[src/rtl/aes_bist_driver.sv]
// Built-in self-test sequencer: drives LFSR plaintext/key vectors into two cipher
// instances and compares their outputs. Define BIST_STOP_ON_FAIL_EN to end a run at the first mismatch.
module aes_bist_driver #(
  parameter int unsigned NUM_TESTS  = 100,
  parameter int unsigned LATENCY    = 21,
  parameter logic [127:0] STATE_SEED = 128'h0123_4567_89AB_CDEF_FEDC_BA98_7654_3210,
  parameter logic [127:0] KEY_SEED   = 128'h0F1E_2D3C_4B5A_6978_8796_A5B4_C3D2_E1F0
) (
  input  logic         clk,
  input  logic         rst,
  input  logic         start,
  output logic [127:0] state,
  output logic [127:0] key,
  input  logic [127:0] dut_out,
  input  logic [127:0] gold_out,
  output logic         busy,
  output logic         done,
  output logic         detected,
  output logic [15:0]  detect_count,
  output logic [15:0]  first_fail_idx,
  output logic [127:0] first_fail_diff
);

  localparam int unsigned DW = 128;
  localparam int unsigned CW = 16;
  localparam int unsigned WW = 8;
  localparam logic [CW-1:0] LAST_IDX = CW'(NUM_TESTS - 1);
  localparam logic [WW-1:0] LAT      = WW'(LATENCY);
  localparam logic [CW-1:0] CNT_MAX  = {CW{1'b1}};
  localparam logic [DW-1:0] POLY     = DW'(128'h87);

  typedef enum logic [2:0] {
    S_IDLE,
    S_APPLY,
    S_WAIT,
    S_CHECK,
    S_DONE
  } fsm_e;

  fsm_e          fsm_q, fsm_d;
  logic [DW-1:0] slfsr_q, slfsr_d, klfsr_q, klfsr_d;
  logic [DW-1:0] state_q, state_d, key_q, key_d;
  logic [WW-1:0] wcnt_q, wcnt_d;
  logic [CW-1:0] idx_q, idx_d, cnt_q, cnt_d, ffi_q, ffi_d;
  logic [DW-1:0] ffd_q, ffd_d;
  logic          det_q, det_d, busy_q, busy_d, done_q, done_d;
  logic          mismatch_c;

  function automatic logic [DW-1:0] lfsr_step(input logic [DW-1:0] cur);
    return {cur[DW-2:0], 1'b0} ^ (cur[DW-1] ? POLY : '0);
  endfunction

  // X/Z on either cipher output counts as a mismatch in simulation
  assign mismatch_c = (dut_out !== gold_out);

  always_ff @(posedge clk or posedge rst) begin
    if (rst) begin
      fsm_q   <= S_IDLE;
      slfsr_q <= STATE_SEED;
      klfsr_q <= KEY_SEED;
      state_q <= '0;
      key_q   <= '0;
      wcnt_q  <= '0;
      idx_q   <= '0;
      cnt_q   <= '0;
      ffi_q   <= '0;
      ffd_q   <= '0;
      det_q   <= 1'b0;
      busy_q  <= 1'b0;
      done_q  <= 1'b0;
    end else begin
      fsm_q   <= fsm_d;
      slfsr_q <= slfsr_d;
      klfsr_q <= klfsr_d;
      state_q <= state_d;
      key_q   <= key_d;
      wcnt_q  <= wcnt_d;
      idx_q   <= idx_d;
      cnt_q   <= cnt_d;
      ffi_q   <= ffi_d;
      ffd_q   <= ffd_d;
      det_q   <= det_d;
      busy_q  <= busy_d;
      done_q  <= done_d;
    end
  end

  always_comb begin
    fsm_d   = fsm_q;
    slfsr_d = slfsr_q;
    klfsr_d = klfsr_q;
    state_d = state_q;
    key_d   = key_q;
    wcnt_d  = wcnt_q;
    idx_d   = idx_q;
    cnt_d   = cnt_q;
    ffi_d   = ffi_q;
    ffd_d   = ffd_q;
    det_d   = det_q;

    unique case (fsm_q)
      S_IDLE, S_DONE: begin
        if (start) begin
          slfsr_d = STATE_SEED;
          klfsr_d = KEY_SEED;
          idx_d   = '0;
          cnt_d   = '0;
          det_d   = 1'b0;
          ffi_d   = '0;
          ffd_d   = '0;
          fsm_d   = S_APPLY;
        end
      end
      S_APPLY: begin
        state_d = slfsr_q;
        key_d   = klfsr_q;
        wcnt_d  = LAT;
        fsm_d   = S_WAIT;
      end
      S_WAIT: begin
        wcnt_d = wcnt_q - WW'(1);
        if (wcnt_q == WW'(1)) fsm_d = S_CHECK;
      end
      S_CHECK: begin
        if (mismatch_c) begin
          if (cnt_q != CNT_MAX) cnt_d = cnt_q + CW'(1);
          det_d = 1'b1;
          if (!det_q) begin
            ffi_d = idx_q;
            ffd_d = dut_out ^ gold_out;
          end
        end
        slfsr_d = lfsr_step(slfsr_q);
        klfsr_d = lfsr_step(klfsr_q);
        if (idx_q == LAST_IDX) begin
          fsm_d = S_DONE;
        end else begin
          idx_d = idx_q + CW'(1);
          fsm_d = S_APPLY;
        end
`ifdef BIST_STOP_ON_FAIL_EN
        if (mismatch_c) fsm_d = S_DONE;
`endif
      end
      default: fsm_d = S_IDLE;
    endcase

    busy_d = (fsm_d == S_APPLY) || (fsm_d == S_WAIT) || (fsm_d == S_CHECK);
    done_d = (fsm_d == S_DONE);
  end

  assign state           = state_q;
  assign key             = key_q;
  assign busy            = busy_q;
  assign done            = done_q;
  assign detected        = det_q;
  assign detect_count    = cnt_q;
  assign first_fail_idx  = ffi_q;
  assign first_fail_diff = ffd_q;

endmodule

[config.mk]
export PLATFORM = sky130hd
export DESIGN_NAME = aes_bist_driver
export DESIGN_NICKNAME = d
export VERILOG_FILES = /design/src/rtl/aes_bist_driver.sv
export SDC_FILE = /design/constraint.sdc
export NUM_CORES = 1
export LEC_CHECK = 0
export ABC_AREA = 1
export ABC_CLOCK_PERIOD_IN_PS = 26000
export BUFFER_PORTS_ARGS = -buffer_cell sky130_fd_sc_hd__buf_2
export CAP_MARGIN = 0
export CORE_MARGIN = 3
export CORE_UTILIZATION = 27
export CTS_CLUSTER_DIAMETER = 40
export CTS_CLUSTER_SIZE = 24
export DETAILED_ROUTE_END_ITERATION = 10
export SLEW_MARGIN = 20
export SYNTH_ARGS = -nofsm -noshare
export SYNTH_HDL_FRONTEND = slang
export SYNTH_SLANG_ARGS = --single-unit
[constraint.sdc]
create_clock -name clk -period 26 [get_ports clk]
set_input_delay 1.3 -clock clk [delete_from_list [all_inputs] [get_ports clk]]
set_output_delay 1.3 -clock clk [all_outputs]
set_load 0.01 [all_outputs]
==> results_dict.tcl, run 1 <==
set metrics [dict create \
    grt_pass1_wl_microns 157000 \
    multi_input_area_sq_um 9640 \
    fp.dieH_microns 339 \
    clkTransAtPathRegs_ns 0.05 \
    yosys_warnings 0 \
    vias_per_cell 4.58 \
    synth_common_cells "nand2_1, dfrtp_1, inv_1, o21ai_0, nor2_1" \
    synth_seq_cells 702 \
    drv_slew 0 \
    finish.net_count 4216 \
    synthFlopType "dfrtp_1" \
    gp_congestion 0.970 \
    cts_buffer_depth 3 \
    synth.distinct_cells 33 \
    critPathLaunchType "flip-flop" \
    rsz0062_at_grt "false" \
    synth-seq-area-share_pct 59.4 \
    syn_area_per_cell_sq_um 8.94 \
    post_cts_buffers 0 \
    p_leak_uw 0.0207 \
    cts_resized 0 \
    clock-sinks 702 \
    setup_viol 0 \
    dieWidth_microns 339 \
    post-route-util_pct 35.4 \
    antenna_found_initial 46 \
    ios 678 \
    synth_top_cell_area_share_pct 48.1 \
    setup_tns_ns 0 \
    holdWs_ns 0.464 \
    crit_required_ns 26.61 \
    seqPwrFrac_pct 39.5 \
    cts_tree "yes" \
    die_area_sq_um 115000 \
    clock_skew_ns 0.0571 \
    power_frac_comb_pct 3.3 \
    min_period_ns 4.51 \
    drtIter0Drc 1821 \
    synth-edff-count 0 \
    cap_violations 0 \
    max_freq_mhz 222 \
    drcViolationCount 0 \
    status "finished, final reports clean" \
    clock-root-buffer "clkbuf_16" \
    syn-cell-area_sq_um 29900 \
    start_util_pct 27.3 \
    drtPass1Iterations 6 \
    internal-power_uw 2110 \
    syn2layout_area_growth_pct 29.6 \
    p_per_area_nw_per_um2 71.5 \
    htree_levels 3 \
    port_buffers 677 \
    vias 25400 \
    postCtsHoldBufs 0 \
    post_drt_wl_per_cell_microns 19.0 \
    synth_nets 3602 \
    grt_max_degree 188 \
    wirelength_microns 106000 \
    fin_cells 5547 \
    critPathKind "reg2reg" \
    grt_pass1_vias 24700 \
    fin_ws_ns 21.49 \
    tightest_slew_ns 1.16 \
    num_rows 121 \
    finalCritPeriodShare_pct 17.3 \
    switching_share_pct 23.6 \
    maxSlewHeadroom_pct 22.9 \
    synthArstFlopShare_pct 100 \
    arrival_ns 5.12 \
    register_area_sq_um 17700 \
    coreArea_sq_um 109000 \
    yosysTopAreaCell "dfrtp_1" \
    dp.final_hpwl_microns 74500 \
    yosysMostFrequentCell "nand2_1" \
    crit_fanout 94 \
    num-fill-cells 11300 \
    drive_gt1_share_pct 25.9 \
    power_switching_uw 653 \
    peakVddDrop_v 0.0000595 \
    grt_use_total_pct 17.8 \
    place_inst 5315 \
    post-place-ws_ns 21.29 \
    cp-end-kind "flip-flop" \
    insertion_delay_ns 0.69 \
    drtAntennaViolNets 0 \
    power.share.clock_pct 57.2 \
    hold_class "reg2reg" \
    hold_viol_final 0 \
    synthCells 3339 \
    cts_buffers 110 \
    synthTopCellsByArea "dfrtp_1, nand2_1, dfstp_2, inv_1, o21ai_0" \
    gr-total-overflow 0 \
]
## worst paths after layout
path,from,to,slack (ns),cells after the start
worst max-delay path,fsm_q[1]$_DFF_PP0_,first_fail_diff[99]$_DFFE_PP0P_,21.49,7
worst min-delay path,first_fail_diff[24]$_DFFE_PP0P_,first_fail_diff[24]$_DFFE_PP0P_,0.46,2
worst max register to register,fsm_q[1]$_DFF_PP0_,first_fail_diff[99]$_DFFE_PP0P_,21.49,7
worst min register to register,first_fail_diff[24]$_DFFE_PP0P_,first_fail_diff[24]$_DFFE_PP0P_,0.46,2
max in group asynchronous,rst,first_fail_diff[44]$_DFFE_PP0P_,22.17,6
min in group asynchronous,rst,key[47]$_DFFE_PP0P_,0.68,2
## metrics by stage
step / power [uW] / instance area (sq um)
2_1_floorplan: 1160 / 29900
3_3_place_gp: 1200 / 34500
3_5_place_dp: 1200 / 34500
4_1_cts: 2810 / 38600
5_1_grt: 2860 / 38700
6_report: 2770 / 38700
## registers in the layout, indices dropped and copies added (netlist names), 16 cells and up
name,flops
slfsr_q,128
idx_q,16
klfsr_q,128
key,128
first_fail_idx,16
detect_count,16
state,128
first_fail_diff,128
## per-layer routing
| metal | global-route usage (%) | wire (microns) | up-vias |
|---|---|---|---|
| li1 | - | - | 12000 |
| met4 | 8.92 | 5070 | 12 |
| met5 | 0 | 105 | - |
| met2 | 29.7 | 51300 | 940 |
| met3 | 4.83 | 8090 | 257 |
| met1 | 21.1 | 41000 | 12200 |
## logic make-up after synthesis
logic type	Yosys count	share of synthesized area, %
xor+xnor	74	2.17
flops	702	59.4
fa+ha+maj	4	0.168
compound gates	552	10.9
simple gates	1351	18.8
buf+inv	655	8.51
mux	1	0.0377
## power by group through the flow
stage	clock [uW]	combinational, uW	sequential, uW
2_1_floorplan	0	42.4	1110
3_3_place_gp	0	91.6	1110
3_5_place_dp	0	92.0	1110
4_1_cts	1620	92.3	1090
5_1_grt	1660	101	1090
6_report	1580	90.9	1090
## worst max-delay path, stage by stage, from the launching register on
cell	delay, ns
dfrtp_1	0.43
nand3_4	0.35
buf_4	0.76
inv_6	0.44
nand2_4	0.65
buf_4	0.92
nand4_1	0.48
nand2_1	0.19
## area by class of cell
type	instances	area share [%]
Antenna cell	20	0.129
Clock buffer	134	7.74
Clock inverter	76	2.77
Inverter	454	4.46
Multi-Input combinational cell	1982	24.9
Sequential cell	702	45.8
Tap cell	1476	4.77
Timing Repair Buffer	703	9.44
## layout by cell type (no fill, tap or decap), types with 9 or more instances in the layout
cell type | synthesis | layout
dfstp_2 | 128 | 128
clkbuf_16 | 0 | 111
buf_2 | 20 | 677
inv_1 | 452 | 449
inv_8 | 0 | 13
clkbuf_1 | 154 | 10
nand2_1 | 910 | 908
clkinvlp_4 | 0 | 11
inv_6 | 0 | 14
o22ai_1 | 137 | 137
bufinv_16 | 0 | 15
o21ai_0 | 275 | 275
clkbuf_8 | 0 | 13
diode_2 | 0 | 20
clkinv_2 | 0 | 11
nor2_1 | 215 | 215
xor2_1 | 28 | 28
dfrtp_1 | 574 | 574
clkinv_4 | 0 | 9
nor3_1 | 19 | 18
nand3_1 | 24 | 23
buf_4 | 1 | 21
xnor2_1 | 46 | 46
a22oi_1 | 127 | 127
nand4_1 | 170 | 170
Power figures use the tool's default switching activity.
==> inputs of run 2 (changes only) <==
Settings changed: ABC_CLOCK_PERIOD_IN_PS 26000 to 4000.
Clock period 26 ns to 4 ns, I/O delays scaled along.
==> results_dict.tcl, run 2 (synthesis gave the netlist of run 1 again) <==
set metrics [dict create \
    status "finished, final reports clean" \
    num_rows 121 \
    maxSlewHeadroom_pct 26.2 \
    cts_tree "yes" \
    post-route-util_pct 37.6 \
    antenna_found_initial 42 \
    wirelength_microns 110000 \
    clock-root-buffer "clkbuf_16" \
    syn2layout_area_growth_pct 37.5 \
    critPathKind "in2reg" \
    post_drt_wl_per_cell_microns 19.0 \
    arrival_ns 3.74 \
    p_per_area_nw_per_um2 427 \
    placed_cell_area_sq_um 34800 \
    wl_met2_microns 53600 \
    die_area_sq_um 115000 \
    grt_max_degree 183 \
    grt_pass1_wl_microns 167000 \
    port_buffers 677 \
    top_layer "met5" \
    dieWidth_microns 339 \
    clkTransAtPathRegs_ns 0.06 \
    post-place-ws_ns 1.18 \
    max_freq_mhz 313 \
    peakVddDrop_v 0.000359 \
    crit_required_ns 4.54 \
    fp.dieH_microns 339 \
    clock-sinks 702 \
    drtPass1Iterations 6 \
    worst_r2r_path_depth 8 \
    start_util_pct 27.3 \
    layout_common_cells "nand2_1, buf_2, dfrtp_1" \
    tightest_slew_ns 1.11 \
    drcViolationCount 0 \
    reg2reg_slack_ns 1.22 \
    mostFrequentLayoutCell "nand2_1" \
    drv_slew 0 \
    m1WireLength_microns 42500 \
    cp-end-kind "flip-flop" \
    critPathLaunchType "input port" \
    gp_congestion 0.974 \
    clock_skew_ns 0.0226 \
    htree_levels 3 \
    insertion_delay_ns 0.66 \
    multi_input_area_sq_um 9630 \
    finalCritPeriodShare_pct 79.9 \
    min_period_ns 3.19 \
    hold_class "in2reg" \
    register_area_sq_um 17700 \
    r2r_start "fsm_q[1]$_DFF_PP0_" \
    hold_viol_final 0 \
    vias 26700 \
    coreArea_sq_um 109000 \
    ios 678 \
    setup_viol 0 \
    num-fill-cells 11100 \
    grt_pass1_vias 26800 \
    rsz0062_at_grt "false" \
    r2r-end "first_fail_diff[52]$_DFFE_PP0P_" \
    worstSetupEndpoint "detect_count[3]$_DFFE_PP0P_" \
    drtAntennaViolNets 0 \
    cts_buffers 105 \
    critPathLaunch "gold_out[99]" \
    finish.net_count 4472 \
    vias_per_cell 4.60 \
    cap_violations 0 \
    fin_ws_ns 0.806 \
    cts_buffer_depth 3 \
    post_cts_buffers 0 \
    gr-total-overflow 0 \
    drtIter0Drc 1908 \
    crit_fanout 74 \
    setup_tns_ns 0 \
    final_area_sq_um 41100 \
    p_total_uw 17500 \
    drive_gt1_share_pct 24.7 \
    wl_met3_microns 7800 \
    grt_use_total_pct 18.8 \
    p_leak_uw 0.0216 \
    dp.final_hpwl_microns 78000 \
]
## run 2: changes by cell type in the layout (fill, tap and decap cells not counted), sizes merged
cell / before / now
bufinv: 15 / 12
dlygate4sd3: 0 / 240
inv: 478 / 476
buf: 703 / 724
clkinv: 26 / 31
clkbuf: 134 / 124
diode: 20 / 22
## run 2: metal layers
metal	vias to the layer above	global-route usage, %
li1	12600	-
met1	12900	21.7
met2	967	31.7
met3	288	4.88
met4	6	10.2
met5	-	0
## run 2: cell type report
type                            instances  area share [%]
Antenna cell                           22           0.134
Clock buffer                          124            6.87
Clock inverter                         76            2.26
Inverter                              454            4.20
Multi-Input combinational cell       1982            23.5
Sequential cell                       702            43.2
Tap cell                             1476            4.50
Timing Repair Buffer                  964            15.4
## run 2: through the flow
step                      hold slack, ns  instances
after global routing              0.0386       5794
after global placement             0.314       5338
after detailed placement           0.316       5338
final                             0.0489       5800
after CTS                        0.00162       5778
after floorplan                    0.407       3339
## run 2: how the worst min path moves through the flow
stage                 startpoint                               to  slack [ns]  cells past startpoint
CTS                 gold_out[40]  first_fail_diff[40]$_DFFE_PP0P_       0.002                      6
detailed placement           rst            state[31]$_DFFE_PP0P_        0.32                      2
global placement             rst            state[92]$_DFFE_PP0P_        0.31                      2
floorplan                  start                   done$_DFF_PP0_        0.41                      2
global route        gold_out[70]  first_fail_diff[70]$_DFFE_PP0P_        0.04                      5
finish               dut_out[68]  first_fail_diff[68]$_DFFE_PP0P_        0.05                      5
## run 2: where the power goes
group          internal, uW  switching [uW]  total [uW]
Sequential             7110               0        7110
Combinational           383             465         848
Clock                  5940            3650        9590
## run 2: worst max-delay path, cell delays in order
cell and delay [ns]:
dlygate4sd3_1 0.62, buf_2 0.16, nand2_1 0.05, dlygate4sd3_1 0.54
nand2_1 0.11, nand2_1 0.09, nor2_1 0.08, nand2_1 0.07
nor2_1 0.06, nand2_1 0.07, nor2_1 0.06, nand3_4 0.08
buf_4 0.66, nand3_2 0.53, nand2_1 0.18, nand2_1 0.06
## run 2: timing repair
| item | CTS | global route |
|---|---|---|
| hold buffers | 240 | 0 |
| gates resized for setup | 0 | 0 |
| endpoints found under the hold margin | 132 | 0 |
